`src/rtl/osc_spi_pkg.sv`:
```
// Shared constants, state encoding and helpers for the SPI command sequencer.
package osc_spi_pkg;

    // Width of one SPI frame word.
    localparam int SPI_W = 16;

    // Fixed state codes, so other tools can decode the state register as plain bits.
    localparam logic [2:0] ST_IDLE  = 3'd0;
    localparam logic [2:0] ST_ISSUE = 3'd1;
    localparam logic [2:0] ST_BUSY  = 3'd2;
    localparam logic [2:0] ST_RESP  = 3'd3;
    localparam logic [2:0] ST_GAP   = 3'd4;

    typedef enum logic [2:0] {
        IDLE  = ST_IDLE,
        ISSUE = ST_ISSUE,
        BUSY  = ST_BUSY,
        RESP  = ST_RESP,
        GAP   = ST_GAP
    } seq_state_t;

    // Larger of two integers; used to size the shared gap/timeout counter.
    function automatic int max_int(input int a, input int b);
        return (a > b) ? a : b;
    endfunction

endpackage

```
`src/rtl/spi_cmd_seq_if.sv`:
```
// Bundle of the sequencer's host-side request/response ports and its SPI-master handshake.
interface spi_cmd_seq_if;
    import osc_spi_pkg::*;

    // Command request from the host side.
    logic             req_vld;
    logic             req_rdy;
    logic [SPI_W-1:0] req_cmd;
    logic             req_rd;

    // Read-data response back to the host side.
    logic             rsp_vld;
    logic             rsp_rdy;
    logic [SPI_W-1:0] rsp_data;

    // Status and error handling.
    logic             busy;
    logic             err_timeout;
    logic             clr_err;

    // Handshake with the SPI master.
    logic             wrt;
    logic [SPI_W-1:0] cmd;
    logic             done;
    logic [SPI_W-1:0] data;

    // The sequencer itself.
    modport slave (
        input  req_vld, req_cmd, req_rd,
        output req_rdy,
        output rsp_vld, rsp_data,
        input  rsp_rdy,
        output busy, err_timeout,
        input  clr_err,
        output wrt, cmd,
        input  done, data
    );

    // Whatever drives the sequencer: host plus SPI master.
    modport master (
        output req_vld, req_cmd, req_rd,
        input  req_rdy,
        input  rsp_vld, rsp_data,
        output rsp_rdy,
        input  busy, err_timeout,
        output clr_err,
        input  wrt, cmd,
        output done, data
    );

endinterface

```
`src/rtl/cmd_fifo.sv`:
```
// Small register-array FIFO; the head entry is visible on dout_o without a read register.
module cmd_fifo #(
    parameter int WIDTH = 17,
    parameter int DEPTH = 4
) (
    input  logic             clk,
    input  logic             rst_n,
    input  logic             push_i,
    input  logic             pop_i,
    input  logic [WIDTH-1:0] din_i,
    output logic [WIDTH-1:0] dout_o,
    output logic             full_o,
    output logic             empty_o
);

    localparam int AW = $clog2(DEPTH);

    logic [WIDTH-1:0] mem_q [DEPTH];
    logic [AW:0]      wr_ptr_q;
    logic [AW:0]      rd_ptr_q;
    logic [AW:0]      wr_ptr_d;
    logic [AW:0]      rd_ptr_d;
    logic             do_push;
    logic             do_pop;

    // The extra pointer bit tells full (same index, different lap) from empty.
    assign empty_o = (wr_ptr_q == rd_ptr_q);
    assign full_o  = (wr_ptr_q[AW] != rd_ptr_q[AW]) &&
                     (wr_ptr_q[AW-1:0] == rd_ptr_q[AW-1:0]);

    // A full FIFO refuses a push even when the head leaves on the same edge.
    assign do_push = push_i && !full_o;
    assign do_pop  = pop_i && !empty_o;

    assign dout_o = mem_q[rd_ptr_q[AW-1:0]];

    // Pointer advance for accepted pushes and pops.
    always_comb begin
        wr_ptr_d = wr_ptr_q;
        rd_ptr_d = rd_ptr_q;
        if (do_push) begin
            wr_ptr_d = wr_ptr_q + 1'b1;
        end
        if (do_pop) begin
            rd_ptr_d = rd_ptr_q + 1'b1;
        end
    end

    // Pointer registers; reset flushes the queue.
    always_ff @(posedge clk or negedge rst_n) begin
        if (!rst_n) begin
            wr_ptr_q <= '0;
            rd_ptr_q <= '0;
        end else begin
            wr_ptr_q <= wr_ptr_d;
            rd_ptr_q <= rd_ptr_d;
        end
    end

    // Storage array; contents are only meaningful between the pointers, so no reset.
    always_ff @(posedge clk) begin
        if (do_push) begin
            mem_q[wr_ptr_q[AW-1:0]] <= din_i;
        end
    end

endmodule

```
`src/rtl/spi_cmd_seq.sv`:
```
// Command sequencer in front of the SPI master: queues commands, issues one frame at a time,
// returns read words, enforces an inter-frame gap and flags frames whose done never arrives.
module spi_cmd_seq
    import osc_spi_pkg::*;
#(
    parameter int DEPTH       = 4,
    parameter int GAP_CYC     = 8,
    parameter int TIMEOUT_CYC = 1023
) (
    input  logic         clk,
    input  logic         rst_n,
    spi_cmd_seq_if.slave bus
);

    // One counter serves both the gap wait and the BUSY timeout; they never overlap.
    localparam int CNT_W = $clog2(max_int(GAP_CYC, TIMEOUT_CYC) + 1);
    localparam logic [CNT_W-1:0] TO_LAST  = CNT_W'(TIMEOUT_CYC - 1);
    localparam logic [CNT_W-1:0] GAP_LAST = CNT_W'((GAP_CYC > 0) ? (GAP_CYC - 1) : 0);

    // With no gap configured a finished frame returns straight to IDLE.
    localparam seq_state_t POST_FRAME = (GAP_CYC > 0) ? GAP : IDLE;

    seq_state_t       state_q;
    seq_state_t       state_d;
    logic [CNT_W-1:0] cnt_q;
    logic [CNT_W-1:0] cnt_d;
    logic [SPI_W-1:0] cmd_q;
    logic [SPI_W-1:0] cmd_d;
    logic             rd_q;
    logic             rd_d;
    logic             wrt_q;
    logic             wrt_d;
    logic             rsp_vld_q;
    logic             rsp_vld_d;
    logic [SPI_W-1:0] rsp_data_q;
    logic [SPI_W-1:0] rsp_data_d;
    logic             err_q;
    logic             err_d;
    logic             err_set;

    logic             fifo_pop;
    logic             fifo_full;
    logic             fifo_empty;
    logic [SPI_W:0]   fifo_dout;

    // Each entry is {read-back flag, command word}.
    cmd_fifo #(
        .WIDTH (SPI_W + 1),
        .DEPTH (DEPTH)
    ) u_fifo (
        .clk     (clk),
        .rst_n   (rst_n),
        .push_i  (bus.req_vld),
        .pop_i   (fifo_pop),
        .din_i   ({bus.req_rd, bus.req_cmd}),
        .dout_o  (fifo_dout),
        .full_o  (fifo_full),
        .empty_o (fifo_empty)
    );

    // Frame sequencing: pop, start pulse, wait for done or timeout, optional response, gap.
    always_comb begin
        state_d    = state_q;
        cnt_d      = cnt_q;
        cmd_d      = cmd_q;
        rd_d       = rd_q;
        wrt_d      = 1'b0;
        rsp_vld_d  = rsp_vld_q;
        rsp_data_d = rsp_data_q;
        err_set    = 1'b0;
        fifo_pop   = 1'b0;

        case (state_q)
            IDLE: begin
                if (!fifo_empty) begin
                    fifo_pop = 1'b1;
                    cmd_d    = fifo_dout[SPI_W-1:0];
                    rd_d     = fifo_dout[SPI_W];
                    wrt_d    = 1'b1;
                    state_d  = ISSUE;
                end
            end
            ISSUE: begin
                cnt_d   = '0;
                state_d = BUSY;
            end
            BUSY: begin
                if (bus.done) begin
                    cnt_d = '0;
                    if (rd_q) begin
                        rsp_data_d = bus.data;
                        rsp_vld_d  = 1'b1;
                        state_d    = RESP;
                    end else begin
                        state_d = POST_FRAME;
                    end
                end else if (cnt_q == TO_LAST) begin
                    err_set = 1'b1;
                    cnt_d   = '0;
                    state_d = POST_FRAME;
                end else begin
                    cnt_d = cnt_q + CNT_W'(1);
                end
            end
            RESP: begin
                if (bus.rsp_rdy) begin
                    rsp_vld_d = 1'b0;
                    cnt_d     = '0;
                    state_d   = POST_FRAME;
                end
            end
            GAP: begin
                if (cnt_q == GAP_LAST) begin
                    state_d = IDLE;
                end else begin
                    cnt_d = cnt_q + CNT_W'(1);
                end
            end
            default: begin
                state_d = IDLE;
            end
        endcase
    end

    // Sticky timeout flag; a new timeout beats a simultaneous clear.
    always_comb begin
        err_d = err_q;
        if (err_set) begin
            err_d = 1'b1;
        end else if (bus.clr_err) begin
            err_d = 1'b0;
        end
    end

    // Sequencer state and output registers; reset aborts any frame in flight.
    always_ff @(posedge clk or negedge rst_n) begin
        if (!rst_n) begin
            state_q    <= IDLE;
            cnt_q      <= '0;
            cmd_q      <= '0;
            rd_q       <= 1'b0;
            wrt_q      <= 1'b0;
            rsp_vld_q  <= 1'b0;
            rsp_data_q <= '0;
            err_q      <= 1'b0;
        end else begin
            state_q    <= state_d;
            cnt_q      <= cnt_d;
            cmd_q      <= cmd_d;
            rd_q       <= rd_d;
            wrt_q      <= wrt_d;
            rsp_vld_q  <= rsp_vld_d;
            rsp_data_q <= rsp_data_d;
            err_q      <= err_d;
        end
    end

    assign bus.req_rdy     = !fifo_full;
    assign bus.rsp_vld     = rsp_vld_q;
    assign bus.rsp_data    = rsp_data_q;
    assign bus.busy        = (state_q != IDLE) || !fifo_empty;
    assign bus.err_timeout = err_q;
    assign bus.wrt         = wrt_q;
    assign bus.cmd         = cmd_q;

endmodule
```
`src/flat_wrapper.sv`:
```
// flat-port wrapper written by rule: the top's interface ports become plain ports
module spi_cmd_seq_flat import osc_spi_pkg::*;
#(
    parameter int DEPTH       = 4,
    parameter int GAP_CYC     = 8,
    parameter int TIMEOUT_CYC = 1023
)
  (clk, rst_n, bus_req_vld, bus_req_cmd, bus_req_rd, bus_req_rdy, bus_rsp_vld, bus_rsp_data, bus_rsp_rdy, bus_busy, bus_err_timeout, bus_clr_err, bus_wrt, bus_cmd, bus_done, bus_data);
  spi_cmd_seq_if bus_i ();
  input  logic clk;
  input  logic rst_n;
  input wire logic [$bits(bus_i.req_vld)-1:0] bus_req_vld;
  input wire logic [$bits(bus_i.req_cmd)-1:0] bus_req_cmd;
  input wire logic [$bits(bus_i.req_rd)-1:0] bus_req_rd;
  output wire logic [$bits(bus_i.req_rdy)-1:0] bus_req_rdy;
  output wire logic [$bits(bus_i.rsp_vld)-1:0] bus_rsp_vld;
  output wire logic [$bits(bus_i.rsp_data)-1:0] bus_rsp_data;
  input wire logic [$bits(bus_i.rsp_rdy)-1:0] bus_rsp_rdy;
  output wire logic [$bits(bus_i.busy)-1:0] bus_busy;
  output wire logic [$bits(bus_i.err_timeout)-1:0] bus_err_timeout;
  input wire logic [$bits(bus_i.clr_err)-1:0] bus_clr_err;
  output wire logic [$bits(bus_i.wrt)-1:0] bus_wrt;
  output wire logic [$bits(bus_i.cmd)-1:0] bus_cmd;
  input wire logic [$bits(bus_i.done)-1:0] bus_done;
  input wire logic [$bits(bus_i.data)-1:0] bus_data;
  assign bus_i.req_vld = bus_req_vld;
  assign bus_i.req_cmd = bus_req_cmd;
  assign bus_i.req_rd = bus_req_rd;
  assign bus_req_rdy = bus_i.req_rdy;
  assign bus_rsp_vld = bus_i.rsp_vld;
  assign bus_rsp_data = bus_i.rsp_data;
  assign bus_i.rsp_rdy = bus_rsp_rdy;
  assign bus_busy = bus_i.busy;
  assign bus_err_timeout = bus_i.err_timeout;
  assign bus_i.clr_err = bus_clr_err;
  assign bus_wrt = bus_i.wrt;
  assign bus_cmd = bus_i.cmd;
  assign bus_i.done = bus_done;
  assign bus_i.data = bus_data;
  spi_cmd_seq #(.DEPTH(DEPTH), .GAP_CYC(GAP_CYC), .TIMEOUT_CYC(TIMEOUT_CYC)) u_core (.clk(clk), .rst_n(rst_n), .bus(bus_i));
endmodule
```
`config.mk`:
```
export PLATFORM = sky130hd
export DESIGN_NAME = spi_cmd_seq_flat
export DESIGN_NICKNAME = d
export VERILOG_FILES = /design/src/rtl/osc_spi_pkg.sv /design/src/rtl/spi_cmd_seq_if.sv /design/src/rtl/cmd_fifo.sv /design/src/rtl/spi_cmd_seq.sv /design/src/flat_wrapper.sv
export SDC_FILE = /design/constraint.sdc
export NUM_CORES = 1
export LEC_CHECK = 0
export ABC_AREA = 1
export CAP_MARGIN = 20
export CORE_MARGIN = 3
export CORE_UTILIZATION = 40
export CTS_CLUSTER_SIZE = 28
export DETAILED_ROUTE_END_ITERATION = 6
export SYNTH_ARGS = -nofsm -noshare
export SYNTH_HDL_FRONTEND = slang
export SYNTH_HIERARCHICAL = 1
export SYNTH_SLANG_ARGS = --single-unit
```
`constraint.sdc`:
```
create_clock -name clk -period 1.9 [get_ports clk]
set_input_delay 0.38 -clock clk [delete_from_list [all_inputs] [get_ports clk]]
set_output_delay 0.38 -clock clk [all_outputs]
set_load 0.05 [all_outputs]
```
---- Yosys cells after proc, flatten, opt, wreduce, memory -nomap -nowiden ----
Memory sizes are Yosys's and may differ from the RTL's. A register that Yosys moved wholly into a read port is not among the register bits.
Cells that the tools add are included.
operators by class
  $add $sub $neg .......................... 3
  equality and inequality tests ........... 16
  mux-type cells .......................... 25
  bitwise gates (word level) .............. 1
  reductions and logical operators ........ 17
operators with widths
  kind                     count
  $mux W10                 4
  $pmux W10 S4             1
  $mux W3                  6
  $pmux W3 S5              1
  $mux W1                  12
  $add A10 B1 Y10 const B  1
  $eq A10 B10 Y1 const B   1
  $eq A10 B3 Y1 const B    1
  $ne A2 B2 Y1 const B     4
  $reduce_and A4 Y1        2
  $add A3 B1 Y3 const B    2
  $eq A3 B2 Y1 const B     2
  $reduce_and A3 Y1        2
  $ne A2 B1 Y1 const B     2
  $reduce_bool A2 Y1       2
  $reduce_bool A4 Y1       1
  $eq A3 B1 Y1 const B     1
  $eq A3 B3 Y1             1
  $eq A3 B3 Y1 const B     1
  $logic_and A1 B1 Y1      3
  $logic_not A1 Y1         3
  $logic_not A3 Y1         1
  $ne A3 B2 Y1 const B     1
  $reduce_bool A3 Y1       1
  6 further kinds          6
word-level totals
  register bits ........................... 38
  bits in writable memories ............... 68
  bits of input ports ..................... 39
  output and inout port bits .............. 37
  logic and storage cells ................. 71
  memories ................................ 1
memories
  name                 depth  bits a word  read ports  clocked after memory_dff  write ports  RTL line        source
  u_core.u_fifo.mem_q  4      17           1           1                         1            cmd_fifo.sv:18  logic [WIDTH-1:0] mem_q [DEPTH];

---- Logic depth before layout (Yosys ltp) ----
  word-level depth ........................ 6
  gate-level depth with buffers ........... 11
  mapped depth without buffers ............ 10

---- Cells and area by module ----
Netlist, hierarchy kept.
modules (own cells, without submodules)
  module       instances  cells an instance  area each (um^2)  sequential area each (um^2)
  cmd_fifo     1          225                2975.4            2192.1
  spi_cmd_seq  1          264                2383.5            1226.2

---- Least setup slack after synthesis ----
Ideal clock, no wire load.
  path kind ............................... register to register
  start point ............................. register u_core.u_fifo.rd_ptr_q[0]
  end point ............................... memory u_core.u_fifo.mem_q[0][0], enable pin
  setup time .............................. 0.391 ns
  arrival ................................. 1.581 ns
  data required time ...................... 1.509 ns
  slack ................................... -0.072 ns
  stages on the path, launching flop included .. 7
  clock period less this slack ............ 1.972 ns
  path through ............................ dfrtp_1 -> buf_6 -> nand2_1 -> nand2_4 -> nand3_4 -> nand2_2 -> nor2_1
on the way
  word-level cells in the longest chain between the ends .. 6
ends and longest elaborated chain
  element                        RTL line        source
  from (decl)                    cmd_fifo.sv:20  logic [AW:0] rd_ptr_q;
  from (signal assigned)         cmd_fifo.sv:56  rd_ptr_q <= rd_ptr_d;
  $eq A2 B2 Y1                   cmd_fifo.sv:29  (wr_ptr_q[AW-1:0] == rd_ptr_q[AW-1:0]);
  $logic_and A1 B1 Y1            cmd_fifo.sv:28  assign full_o = (wr_ptr_q[AW] != rd_ptr_q[AW]) &&
  $logic_not A1 Y1               cmd_fifo.sv:32  assign do_push = push_i && !full_o;
  $logic_and A1 B1 Y1            cmd_fifo.sv:32
  $mux W1                        cmd_fifo.sv:62  if (do_push) begin
  $mux W1 (implied by the code)  cmd_fifo.sv:63  mem_q[wr_ptr_q[AW-1:0]] <= din_i;
  to (decl)                      cmd_fifo.sv:18
No other way between the ends.

---- Worst setup path in the final report ----
  start point ............................. register u_core.u_fifo.rd_ptr_q[1]
  end point ............................... output port bus_busy
on the way
  word-level cells in the longest chain between the ends .. 3
ends and longest elaborated chain
  element                RTL line            source
  $eq A3 B3 Y1           cmd_fifo.sv:27      assign empty_o = (wr_ptr_q == rd_ptr_q);
  net u_core.fifo_empty  spi_cmd_seq.sv:43   logic fifo_empty;
  $logic_not A1 Y1       -
  $logic_or A1 B1 Y1     spi_cmd_seq.sv:161  assign bus.busy = (state_q != IDLE) || !fifo_empty;
  to (decl)              flat_wrapper.sv:19  output wire logic [$bits(bus_i.busy)-1:0] bus_busy;
The timed path passes the listed nets, and every way through them passes these cells.

==> impl_results.md <==
* Status: complete, but fails checks
* Failing checks: setup timing
* Synthesized area per cell at 11.0 sq um
* Drt pass-1 iters at 5
* Core Rows at 41
* Worst setup margin at -26.7 ps
* Initial antenna violation count at 0
* Final HPWL from detailed placement at 7640 microns
* Critical path capture point type: output port
* VDD IR max at 0.956 mV
* Root Buffer: clkbuf_16
* Die Ht at 122 microns
* Synthesized area at 5360 sq um
* Skew-Pair Late Insertion Delay at 420 ps
* Top FF cell, synth: edfxtp_1
* Routed len/inst at 15.4 microns
* Yosys warnings at 6
* Switching Fraction at 0.415
* Slew @ Worst Pin at 507 ps
* Number of global-route vias before repair at 3,849
* Syn nets at 535
* Top post-synthesis cells by count: nand2_1, edfxtp_1, dfrtp_1
* Area Overhead vs Synth at 29.6%
* Fin crit share at 1.01
* Final number of max-transition violations at 0
* Gate power share at 0.435
* Final hold vios at 0
* Max_cap viols at 0
* Netlist cell types at 32
* Clk pwr share at 0.235
* Die width at 122 microns
* Routed Wire Length at 11,900 microns
* Min-Delay Path Class: in -> async
* Lkg Pwr at 0.00306 uW
* Starting DRC count in detailed routing at 216
* Placed insts at 732
* Final Setup Violations at 2
* Seq/Total Area, Yosys at 0.638
* Starting density of the core at 0.416
* GRT Total Usage at 0.170
* Yosys top cell by area: edfxtp_1
* CP Launch Type: register
* Pin count of the biggest net entering global routing at 41
* CTS sink cnt at 123
* Global-route wire length before repair at 19,100 microns
* Critical path arrival at 1550 ps
* RSZ-0062 raised after global routing: true
* Buffers on Ports at 75
* CORE AREA at 12,900 sq um
* Via Count at 3,810
* IO Pins at 76
* CTS Buf Count at 17
* Most frequent cell after synthesis: nand2_1
* Max FO, Critical Path at 2
* Int Pwr at 7210 uW
* Clk_skew at 14.4 ps
* Total power at 12,300 uW
* Non-filler instance count after layout at 774
* Number of synthesized flops with an enable pin at 68
* Peak Freq at 519 MHz
* Layout cells sized above 1 at 0.201
* WS Path Type: reg -> out
* Clk buf depth at 2
* Synth top area share at 0.381
* Nets at 636
* Residual DRC count at 0
* CTS tree: yes
* Largest cells by area after synthesis: edfxtp_1, dfrtp_1, nand2_1
* Mapped Cells at 489
* RD Place Congestion at 0.830
* CTS H-tree depth at 4
* Vias per cell at 4.92
* Flops & latches, synth at 123
* ANT cells at 0
* CP Data Required Time at 1520 ps
* Worst-path clk slew at 60 ps
* Switching pwr at 5120 uW
* Post-synthesis async set-or-reset flop share at 0.447
* Die area at 14,800 sq um
* Max_slew headroom at 0.663
* GRT overflow at 0
* Final Critical Period at 1930 ps
* Final ANT Viol Nets at 0
* Fill cell count at 1,164
* Pwr dens at 1780 nW/um^2
* Reg power frac at 0.329
-- worst paths after layout --
kind	startpoint	endpoint	slack, ps	cells past startpoint
min in group clk	u_core/bus.cmd[0]$_DFFE_PN0P_	u_core/bus.cmd[0]$_DFFE_PN0P_	470	2
worst min-delay path	rst_n	u_core/u_fifo/wr_ptr_q[2]$_DFFE_PN0P_	450	2
worst max-delay path	u_core/u_fifo/rd_ptr_q[1]$_DFFE_PN0P_	bus_busy	-30	5
worst min register to register	u_core/bus.cmd[0]$_DFFE_PN0P_	u_core/bus.cmd[0]$_DFFE_PN0P_	470	2
worst max register to register	u_core/u_fifo/wr_ptr_q[1]$_DFFE_PN0P_	u_core/u_fifo/mem_q[2][10]$_DFFE_PP_	190	7
max in group asynchronous	rst_n	u_core/u_fifo/rd_ptr_q[2]$_DFFE_PN0P_	850	3
-- state kept, by name, summed over array words and instances (netlist names) --
name	flops
u_core/u_fifo/mem_q	68
u_core/bus.cmd	16
u_core/bus.rsp_data	16
u_core/cnt_q	10
u_core/state_q	3
u_core/u_fifo/rd_ptr_q	3
u_core/u_fifo/wr_ptr_q	3
u_core/bus.err_timeout	1
u_core/bus.rsp_vld	1
u_core/bus.wrt	1
u_core/rd_q	1
-- per-layer routing --
metal  up-vias  wire length (microns)  track usage
met5         -                      0            0
met4         0                    123       0.0798
met3        11                    717       0.0487
met2       112                   5840        0.273
met1      1820                   5250        0.212
li1       1867                      -            -
-- cell type report --
cell class	instances	area (sq um)	share of cell area
Tap cell	172	215	0.0310
Sequential cell	123	3420	0.493
Clock inverter	14	106	0.0153
Multi-Input combinational cell	312	1710	0.246
Timing Repair Buffer	97	915	0.132
Inverter	39	151	0.0218
Clock buffer	17	425	0.0613
-- logic make-up (layout without fill, tap and decap cells) --
family / count (synthesis) / count (layout) / share of synthesized area
flops: 123 / 123 / 0.638
compound gates: 53 / 53 / 0.0542
buf+inv: 54 / 167 / 0.0469
fa+ha+maj: 7 / 7 / 0.0163
mux: 16 / 16 / 0.0385
xor+xnor: 7 / 7 / 0.0128
simple gates: 229 / 229 / 0.193
-- cell usage in the layout (no fill, tap or decap), drive strengths merged, types with 16 or more instances in the layout --
master           n
buf             44
clkbuf          17
clkdlybuf4s50   37
dfrtp           55
edfxtp          68
inv             39
mux2            16
nand2          130
nand3           30
nor2            55
o21ai           36
o22ai           17
-- stage by stage --
step / cell area, sq um / setup slack, ps / hold WS [ps] / utilization / setup TNS [ps]
2_1_floorplan: 5360 / -71.6 / 84.4 / - / -3650
3_3_place_gp: 6320 / 143 / 346 / 0.491 / 0
3_5_place_dp: 6320 / 95.4 / 355 / 0.491 / 0
4_1_cts: 6890 / -55.6 / 439 / 0.535 / -55.6
5_1_grt: 6940 / -95.9 / 481 / 0.539 / -163
6_report: 6940 / -26.7 / 450 / 0.539 / -27.5
-- power by group through the flow --
| stage | clock network (uW) | logic [uW] | registers [uW] |
|---|---|---|---|
| 2_1_floorplan | 0 | 2430 | 5260 |
| 3_3_place_gp | 0 | 5150 | 4090 |
| 3_5_place_dp | 0 | 5250 | 4110 |
| 4_1_cts | 2990 | 5310 | 4060 |
| 5_1_grt | 3110 | 5840 | 4140 |
| 6_report | 2900 | 5370 | 4060 |
-- repair_timing --
item | CTS | global route
hold endpoints to repair | 15 | 0
pin swaps | 2 | 2
resized for setup | 20 | 6
buffers inserted | 5 | 5
hold buffers | 1 | 0
cloned | 0 | 0
setup endpoints to repair | 17 | 2
-- worst max-delay path: stages, from the launching register on --
cell	delay (ps)
dfrtp_1	400
xnor2_2	250
nand3_4	130
inv_4	80
nand3_4	90
buf_12	170
Power figures use the tool's default switching activity.
